**src/rtl/neuron_pkg.sv**
```systemverilog
// Shared definitions for the perceptron MAC sequencer.
//  - state_t    : sequencer FSM states
//  - *_DEF      : default widths used by the sequencer and its MAC datapath
//  - clog2      : ceiling log2, used for accumulator width sanity checks
package neuron_pkg;

    typedef enum logic [1:0] {
        IDLE,
        ISSUE,
        DRAIN,
        DONE
    } state_t;

    localparam int DATA_W_DEF = 16;
    localparam int ADDR_W_DEF = 16;
    localparam int ACC_W_DEF  = 40;

    function automatic int clog2(input int value);
        int result;
        int v;
        result = 0;
        v      = value - 1;
        while (v > 0) begin
            result = result + 1;
            v      = v >> 1;
        end
        return result;
    endfunction

endpackage

```
**src/rtl/neuron_mac.sv**
```systemverilog
// Product register plus accumulator for one neuron.
//  clk, rst   : clock, asynchronous active-high reset
//  load_bias  : preload the accumulator with BIAS (start of an evaluation)
//  acc_en     : add the registered product into the accumulator
//  weight     : signed weight from the ROM register
//  sample     : signed input from the buffer register
//  sum        : accumulator plus the current sign-extended product, i.e. the
//               value the accumulator takes on an enabled edge
module neuron_mac
    import neuron_pkg::*;
#(
    parameter int DATA_W = DATA_W_DEF,
    parameter int ACC_W  = ACC_W_DEF,
    parameter int BIAS   = 0
) (
    input  logic              clk,
    input  logic              rst,
    input  logic              load_bias,
    input  logic              acc_en,
    input  logic [DATA_W-1:0] weight,
    input  logic [DATA_W-1:0] sample,
    output logic [ACC_W-1:0]  sum
);

    localparam int PROD_W = 2 * DATA_W;

    logic signed [PROD_W-1:0] weight_ext;
    logic signed [PROD_W-1:0] sample_ext;
    logic signed [PROD_W-1:0] prod_reg;
    logic        [ACC_W-1:0]  prod_ext;
    logic        [ACC_W-1:0]  acc_reg;

    // Operands are widened first so the multiply is evaluated at full product width.
    assign weight_ext = {{DATA_W{weight[DATA_W-1]}}, weight};
    assign sample_ext = {{DATA_W{sample[DATA_W-1]}}, sample};
    assign prod_ext   = {{(ACC_W-PROD_W){prod_reg[PROD_W-1]}}, prod_reg};
    assign sum        = acc_reg + prod_ext;

    always_ff @(posedge clk or posedge rst) begin
        if (rst) begin
            prod_reg <= '0;
            acc_reg  <= '0;
        end else begin
            prod_reg <= weight_ext * sample_ext;
            if (load_bias) begin
                acc_reg <= ACC_W'(BIAS);
            end else if (acc_en) begin
                acc_reg <= sum;
            end
        end
    end

endmodule

```
**src/rtl/neuron_mac_sequencer.sv**
```systemverilog
// Sequences one perceptron evaluation: walks ROM addresses 1..N_INPUTS and
// input indices 0..N_INPUTS-1 in lockstep, accumulates signed products on
// top of BIAS and compares the final sum against THRESH.
//  clk, rst          : clock, asynchronous active-high reset
//  start             : evaluation request, only honoured in IDLE
//  busy              : evaluation in progress (ISSUE or DRAIN)
//  done              : one-cycle completion pulse
//  rom_addr/rom_dout : weight ROM, 1-cycle registered read
//  x_addr/x_data     : input buffer, 1-cycle registered read
//  acc_out, fire     : final sum and threshold decision, held between runs
module neuron_mac_sequencer
    import neuron_pkg::*;
#(
    parameter int N_INPUTS = 10,
    parameter int DATA_W   = DATA_W_DEF,
    parameter int ADDR_W   = ADDR_W_DEF,
    parameter int ACC_W    = ACC_W_DEF,
    parameter int BIAS     = 0,
    parameter int THRESH   = 0
) (
    input  logic              clk,
    input  logic              rst,
    input  logic              start,
    output logic              busy,
    output logic              done,
    output logic [ADDR_W-1:0] rom_addr,
    input  logic [DATA_W-1:0] rom_dout,
    output logic [ADDR_W-1:0] x_addr,
    input  logic [DATA_W-1:0] x_data,
    output logic [ACC_W-1:0]  acc_out,
    output logic              fire
);

    localparam int MIN_ACC_W = 2 * DATA_W + clog2(N_INPUTS + 1);

    generate
        if (ACC_W < MIN_ACC_W) begin : g_acc_w_too_small
            $error("neuron_mac_sequencer: ACC_W too small for N_INPUTS products");
        end
    endgenerate

    state_t            state_reg;
    state_t            state_next;
    logic [ADDR_W-1:0] rom_addr_reg;
    logic [ADDR_W-1:0] x_addr_reg;
    logic [1:0]        vld_reg;   // product pipeline valid: [0] ROM data, [1] product
    logic [1:0]        last_reg;  // marks the final index travelling down the pipe
    logic [ACC_W-1:0]  acc_out_reg;
    logic              fire_reg;
    logic [ACC_W-1:0]  mac_sum;
    logic              accept;
    logic              last_addr;

    assign accept    = (state_reg == IDLE) && start;
    assign last_addr = (rom_addr_reg == ADDR_W'(N_INPUTS));

    // State register
    always_ff @(posedge clk or posedge rst) begin
        if (rst) begin
            state_reg <= IDLE;
        end else begin
            state_reg <= state_next;
        end
    end

    // Next-state logic
    always_comb begin
        state_next = state_reg;
        case (state_reg)
            IDLE:    if (start)       state_next = ISSUE;
            ISSUE:   if (last_addr)   state_next = DRAIN;
            DRAIN:   if (last_reg[1]) state_next = DONE;
            DONE:                     state_next = IDLE;
            default:                  state_next = IDLE;
        endcase
    end

    assign busy = (state_reg == ISSUE) || (state_reg == DRAIN);
    assign done = (state_reg == DONE);

    // Address counter: rom_addr doubles as the issue counter; x_addr trails by one.
    always_ff @(posedge clk or posedge rst) begin
        if (rst) begin
            rom_addr_reg <= '0;
            x_addr_reg   <= '0;
        end else if (accept) begin
            rom_addr_reg <= ADDR_W'(1);
            x_addr_reg   <= '0;
        end else if ((state_reg == ISSUE) && !last_addr) begin
            rom_addr_reg <= rom_addr_reg + ADDR_W'(1);
            x_addr_reg   <= x_addr_reg + ADDR_W'(1);
        end else begin
            rom_addr_reg <= '0;
            x_addr_reg   <= '0;
        end
    end

    assign rom_addr = rom_addr_reg;
    assign x_addr   = x_addr_reg;

    // Two-stage valid pipe aligned with memory register and product register.
    always_ff @(posedge clk or posedge rst) begin
        if (rst) begin
            vld_reg  <= '0;
            last_reg <= '0;
        end else begin
            vld_reg  <= {vld_reg[0], state_reg == ISSUE};
            last_reg <= {last_reg[0], (state_reg == ISSUE) && last_addr};
        end
    end

    neuron_mac #(
        .DATA_W (DATA_W),
        .ACC_W  (ACC_W),
        .BIAS   (BIAS)
    ) u_mac (
        .clk       (clk),
        .rst       (rst),
        .load_bias (accept),
        .acc_en    (vld_reg[1]),
        .weight    (rom_dout),
        .sample    (x_data),
        .sum       (mac_sum)
    );

    // The result captures the running sum plus the final product on the same
    // edge that would accumulate it, so done can follow one cycle later.
    always_ff @(posedge clk or posedge rst) begin
        if (rst) begin
            acc_out_reg <= '0;
            fire_reg    <= 1'b0;
        end else if (last_reg[1]) begin
            acc_out_reg <= mac_sum;
            fire_reg    <= $signed(mac_sum) >= $signed(ACC_W'(THRESH));
        end
    end

    assign acc_out = acc_out_reg;
    assign fire    = fire_reg;

endmodule

```
**config.mk**
```make
export PLATFORM = sky130hd
export DESIGN_NAME = neuron_mac_sequencer
export DESIGN_NICKNAME = d
export VERILOG_FILES = /design/src/rtl/neuron_pkg.sv /design/src/rtl/neuron_mac.sv /design/src/rtl/neuron_mac_sequencer.sv
export SDC_FILE = /design/constraint.sdc
export NUM_CORES = 1
export LEC_CHECK = 0
export CAP_MARGIN = 20
export CORE_ASPECT_RATIO = 0.7
export CORE_MARGIN = 2
export CORE_UTILIZATION = 35
export DETAILED_ROUTE_END_ITERATION = 8
export MAX_ROUTING_LAYER = met4
export SETUP_SLACK_MARGIN = 0.15
export SLEW_MARGIN = 10
export SYNTH_ARGS = -nofsm -noshare
export SYNTH_HDL_FRONTEND = slang
export SYNTH_SLANG_ARGS = --single-unit
```
**constraint.sdc**
```tcl
create_clock -name clk -period 4.6 [get_ports clk]
set_clock_uncertainty 0.15 [all_clocks]
set_input_delay 0.69 -clock clk [delete_from_list [all_inputs] [get_ports clk]]
set_output_delay 0.69 -clock clk [all_outputs]
set_load 0.05 [all_outputs]
```
; ---- Yosys cells after proc, flatten, opt, wreduce, memory -nomap -nowiden
; Cells that the tools add are included.
[word_totals]
input_bits = 35
output_inout_bits = 75
ff_bits = 151
[op_classes]
add_sub_neg = 3
reduce_logical = 8
n_mul = 1
eq_ne = 7
magnitude_cmp = 1
mux = 10
[op_table]
columns = op, n
row1 = $mux 40, 2
row2 = $mux 16, 4
row3 = $add 40x40->40, 1
row4 = $ge 40x1->1 const B, 1
row5 = $add 16x1->16 const B, 2
row6 = $mul 16x16->32, 1
row7 = $eq 16x4->1 const B, 1
row8 = $pmux 2 s4, 1
row9 = $mux 2, 3
row10 = $ne 2x2->1 const B, 3
row11 = $eq 2x2->1 const B, 2
row12 = $logic_and 1x1->1, 3
row13 = $reduce_and 3->1, 1
row14 = $eq 2x1->1 const B, 1
row15 = $logic_not 2->1, 1
row16 = $reduce_bool 2->1, 1
row17 = $logic_not 1->1, 1
row18 = $logic_or 1x1->1, 1

; ---- Logic depth before layout (Yosys ltp)
[logic_depth]
ltp_word = 5
depth_mapped = 24

; ---- Hierarchy
; A second synthesis with hierarchy kept.
[hier_totals]
hier_cells = 1815
area_unflattened_um2 = 17640.7
[by_module_without_submodules]
columns = mod, seq_area_each_um2, cells_each, area_each_um2, instances
row1 = neuron_mac, 1801.7, 1543, 14301.2, 1
row2 = neuron_mac_sequencer, 1976.9, 272, 3339.5, 1

; ---- Worst setup path before layout
; No wires, ideal clock.
[synth_path]
kind = input to register
startpoint = input port x_data[7]
endpoint = register u_mac.prod_reg[31]
n_path_buf = 1
required_time_ns = 4.326
setup_slack_ns = -1.793
arrival_ns = 6.119
setup_ns = 0.124
cell_stages = 23
cell_sequence = clkbuf_1 > nand2_1 > fa_1 > inv_1 > fa_1 > inv_1 > fa_1 > inv_1 > fa_1 > fa_1 > inv_1 > fa_1 > inv_1 > ha_1 > a21o_1 > a211oi_1 > a31oi_1 > o2111ai_1 > nand4_1 > a31oi_1 > o21ai_0 > a21oi_1 > xnor2_1
[synth_via]
elab_chain_cells = 1
[synth_rtl]
columns = element, line
row1 = from (decl), neuron_mac_sequencer.sv:29  ; input logic [DATA_W-1:0] x_data,
row2 = $mul 16x16->32, neuron_mac.sv:44  ; prod_reg <= weight_ext * sample_ext;
row3 = to (signal assigned), neuron_mac.sv:44
row4 = to (decl), neuron_mac.sv:29  ; logic signed [PROD_W-1:0] prod_reg;
; No other way between the ends.
; A chain may end at the register's enable or synchronous reset.

; ---- Final worst setup path
[layout_path]
startpoint = input port x_data[12]
endpoint = register u_mac.prod_reg[29]
; Same word-level chain as after synthesis.

==> flow_summary.json <==
{
  "cts_root_buf": "clkbuf_16",
  "fmax_mhz": 165.6,
  "clock-sinks": 151,
  "regToRegEndpoint": "fire",
  "coreArea_mm2": 0.04901,
  "dieHeight_um": 189.8,
  "place_inst": 2657,
  "arrival_ns": 6.21,
  "synth_cells": 1763,
  "worst-path-max-fanout": 3,
  "cts_buffer_depth": 2,
  "synth_cell_type_count": 57,
  "period_share_pct": 131.3,
  "fp.dieW_um": 269.4,
  "yosysMostFrequentCell": "inv_1",
  "wire_per_inst_um": 15.42,
  "cp_slowest_stage_delay_ns": 0.57,
  "status": "complete, but fails checks",
  "rrSetupSlack_ns": 1.21,
  "setup_slack_ns": -1.439,
  "yosys_warnings": 0,
  "hold_path_class": "reg -> reg",
  "maxSlewViolCount": 0,
  "crit_path_start_kind": "input port",
  "fillers": 4625,
  "rows": 68,
  "cp_slowest_cell": "fa_1",
  "min_path_cells": 0,
  "cp-end-kind": "flip-flop",
  "htreeDepth": 4,
  "maxSlewHeadroom_pct": 28.37,
  "drtIter0Drc": 639,
  "grt_max_degree": 152,
  "r2r_cells": 11,
  "port_buffers": 109,
  "ys_ff_latch": 151,
  "initial_utilization_pct": 35.22,
  "dr.pass1.iters": 5,
  "grt_pass1_wl_um": 70820,
  "avgSynthCellArea_um2": 9.790,
  "antenna_cells": 0,
  "netlist_area_mm2": 0.01726,
  "path_buf_inv": 7,
  "min-delay-start": "last_reg[0]",
  "synthTopCellsByArea": "fa_1 31%, dfrtp_1 22%, ha_1 9.4%, inv_1 6.6%, and2_1 4.8%",
  "fin_crit_ns": 6.039,
  "vias": 12990,
  "synth_edf_count": 0,
  "pin_count": 110,
  "crit_top_cell": "fa_1",
  "hold_violations": 0,
  "path_clk_slew_ns": 0.07,
  "drive_above_1_share_pct": 25.19,
  "ys.flop_type": "dfrtp_1",
  "antenna_found_initial": 0,
  "async_flop_share_pct": 100.0,
  "grt_pass1_vias": 13710,
  "stdcell_area_mm2": 0.02251,
  "violations": "negative setup slack",
  "maxCapViolations": 0,
  "yosys.area.top_type_share_pct": 30.50,
  "final_nets": 2510,
  "setup-violations-final": 22,
  "cts_tree": "built",
  "cpLargestDelayFamily": "adder cells",
  "ant_nets": 0,
  "insertion_delay_ns": 0.43,
  "place.gp.congestion": 0.8549,
  "syn-num-nets": 2190,
  "floorplan.die_area_mm2": 0.05114,
  "fin_cells": 2761,
  "rsz0062_at_grt": "yes",
  "grtUsageTotal_pct": 17.53,
  "drc": 0,
  "yosys.area.top_type": "fa_1",
  "worstSetupPathType": "in -> reg",
  "post_dp_cell_area_mm2": 0.02058,
  "tightest_slew_ns": 1.074,
  "drt_wl_total_um": 42560,
  "cts_buffers": 17,
  "min_to": "last_reg[1]",
  "grt.overflow.total": 0,
  "critPathRequiredTime_ns": 4.77,
  "area_growth_pct": 30.42,
  "r2r-start": "u_mac.acc_reg[12]",
  "synth_commonest_cells": "302 x inv_1, 263 x fa_1, 163 x nand2_1",
  "synth-seq-area-share_pct": 21.89,
  "hpwl_um": 33680,
  "viasPerCell": 4.704
}
-- routing by layer --
layer	track usage, %	vias up	part of all wire, %
met5	-	-	0
met4	2.244	0	0.53
met3	3.547	22	4.3
met2	26.63	184	47
met1	24.89	6612	49
li1	-	6170	-
-- cell usage in the layout, fill, tap and decap left out, types with 13 or more instances in the layout --
cell / instances
and2_4: 32
buf_6: 73
a21o_1: 29
xor2_1: 30
nor2_1: 112
a21oi_1: 56
o21ai_0: 23
a21oi_2: 14
inv_1: 275
fa_1: 244
inv_2: 26
clkdlybuf4s50_1: 78
mux2_2: 34
nand2_1: 143
fa_2: 19
ha_4: 13
buf_4: 171
nand3_1: 25
ha_1: 110
xnor2_1: 62
dfrtp_1: 149
and2_1: 101
clkbuf_16: 17
mux2i_1: 32
-- worst max path at each step --
stage,start,end,slack (ns),cells past startpoint
floorplan,rom_dout[5],u_mac.prod_reg[29],-1.37,24
detailed placement,rom_dout[8],u_mac.prod_reg[30],-2.46,24
finish,x_data[12],u_mac.prod_reg[29],-1.44,25
global route,x_data[12],u_mac.prod_reg[29],-1.59,25
global placement,x_data[5],u_mac.prod_reg[29],-2.32,24
CTS,rom_dout[4],u_mac.prod_reg[31],-1.47,25
-- area by class of cell --
type | instances | area [um2] | area share [%]
Inverter | 303 | 1144 | 5.080
Tap cell | 665 | 832.0 | 3.696
Multi-Input combinational cell | 1255 | 12860 | 57.12
Sequential cell | 151 | 3781 | 16.80
Timing Repair Buffer | 355 | 3296 | 14.64
Clock buffer | 19 | 452.9 | 2.012
Clock inverter | 13 | 147.6 | 0.6559
-- kinds of logic (layout without fill, tap and decap cells) --
logic type	after synthesis	after routing	synth area share, %
AND/OR/NAND/NOR	495	495	13.84
adder cells (fa/ha/maj)	392	392	39.86
buffers and inverters	357	690	7.764
AO/OA/AOI/OAI	203	203	7.554
flip-flops	151	151	21.89
XOR/XNOR	99	99	5.024
multiplexers	66	66	4.074
-- repair_timing --
action                                  4_1_cts  5_1_grt
gates resized for setup                     303       65
pin swaps                                   140       86
cloned                                        1        0
endpoints found under the setup margin       26       24
setup buffers                                52       19
hold buffers                                  0        0
-- stage by stage --
step	util (%)	setup slack (ns)	setup TNS (ns)	hold WS (ns)
2_1_floorplan	-	-1.367	-19.24	0.1812
3_3_place_gp	41.99	-2.325	-42.33	0.1844
3_5_place_dp	41.99	-2.460	-44.14	0.1996
4_1_cts	45.16	-1.468	-22.14	0.2175
5_1_grt	45.93	-1.587	-26.53	0.2172
6_report	45.93	-1.439	-23.33	0.2141
-- worst reg2reg max path, delay by kind of cell, from the launching register on --
family / cells / cell delay (ns)
XOR/XNOR: 2 / 0.37
AND/OR/NAND/NOR: 1 / 0.17
multiplexers: 1 / 0.28
flip-flops: 1 / 0.38
AO/OA/AOI/OAI: 6 / 1.55
adder cells (fa/ha/maj): 1 / 0.38
Power is left out: the tool's default activity adds up to more than one toggle a clock period on the data nets, which glitch-free logic cannot reach.
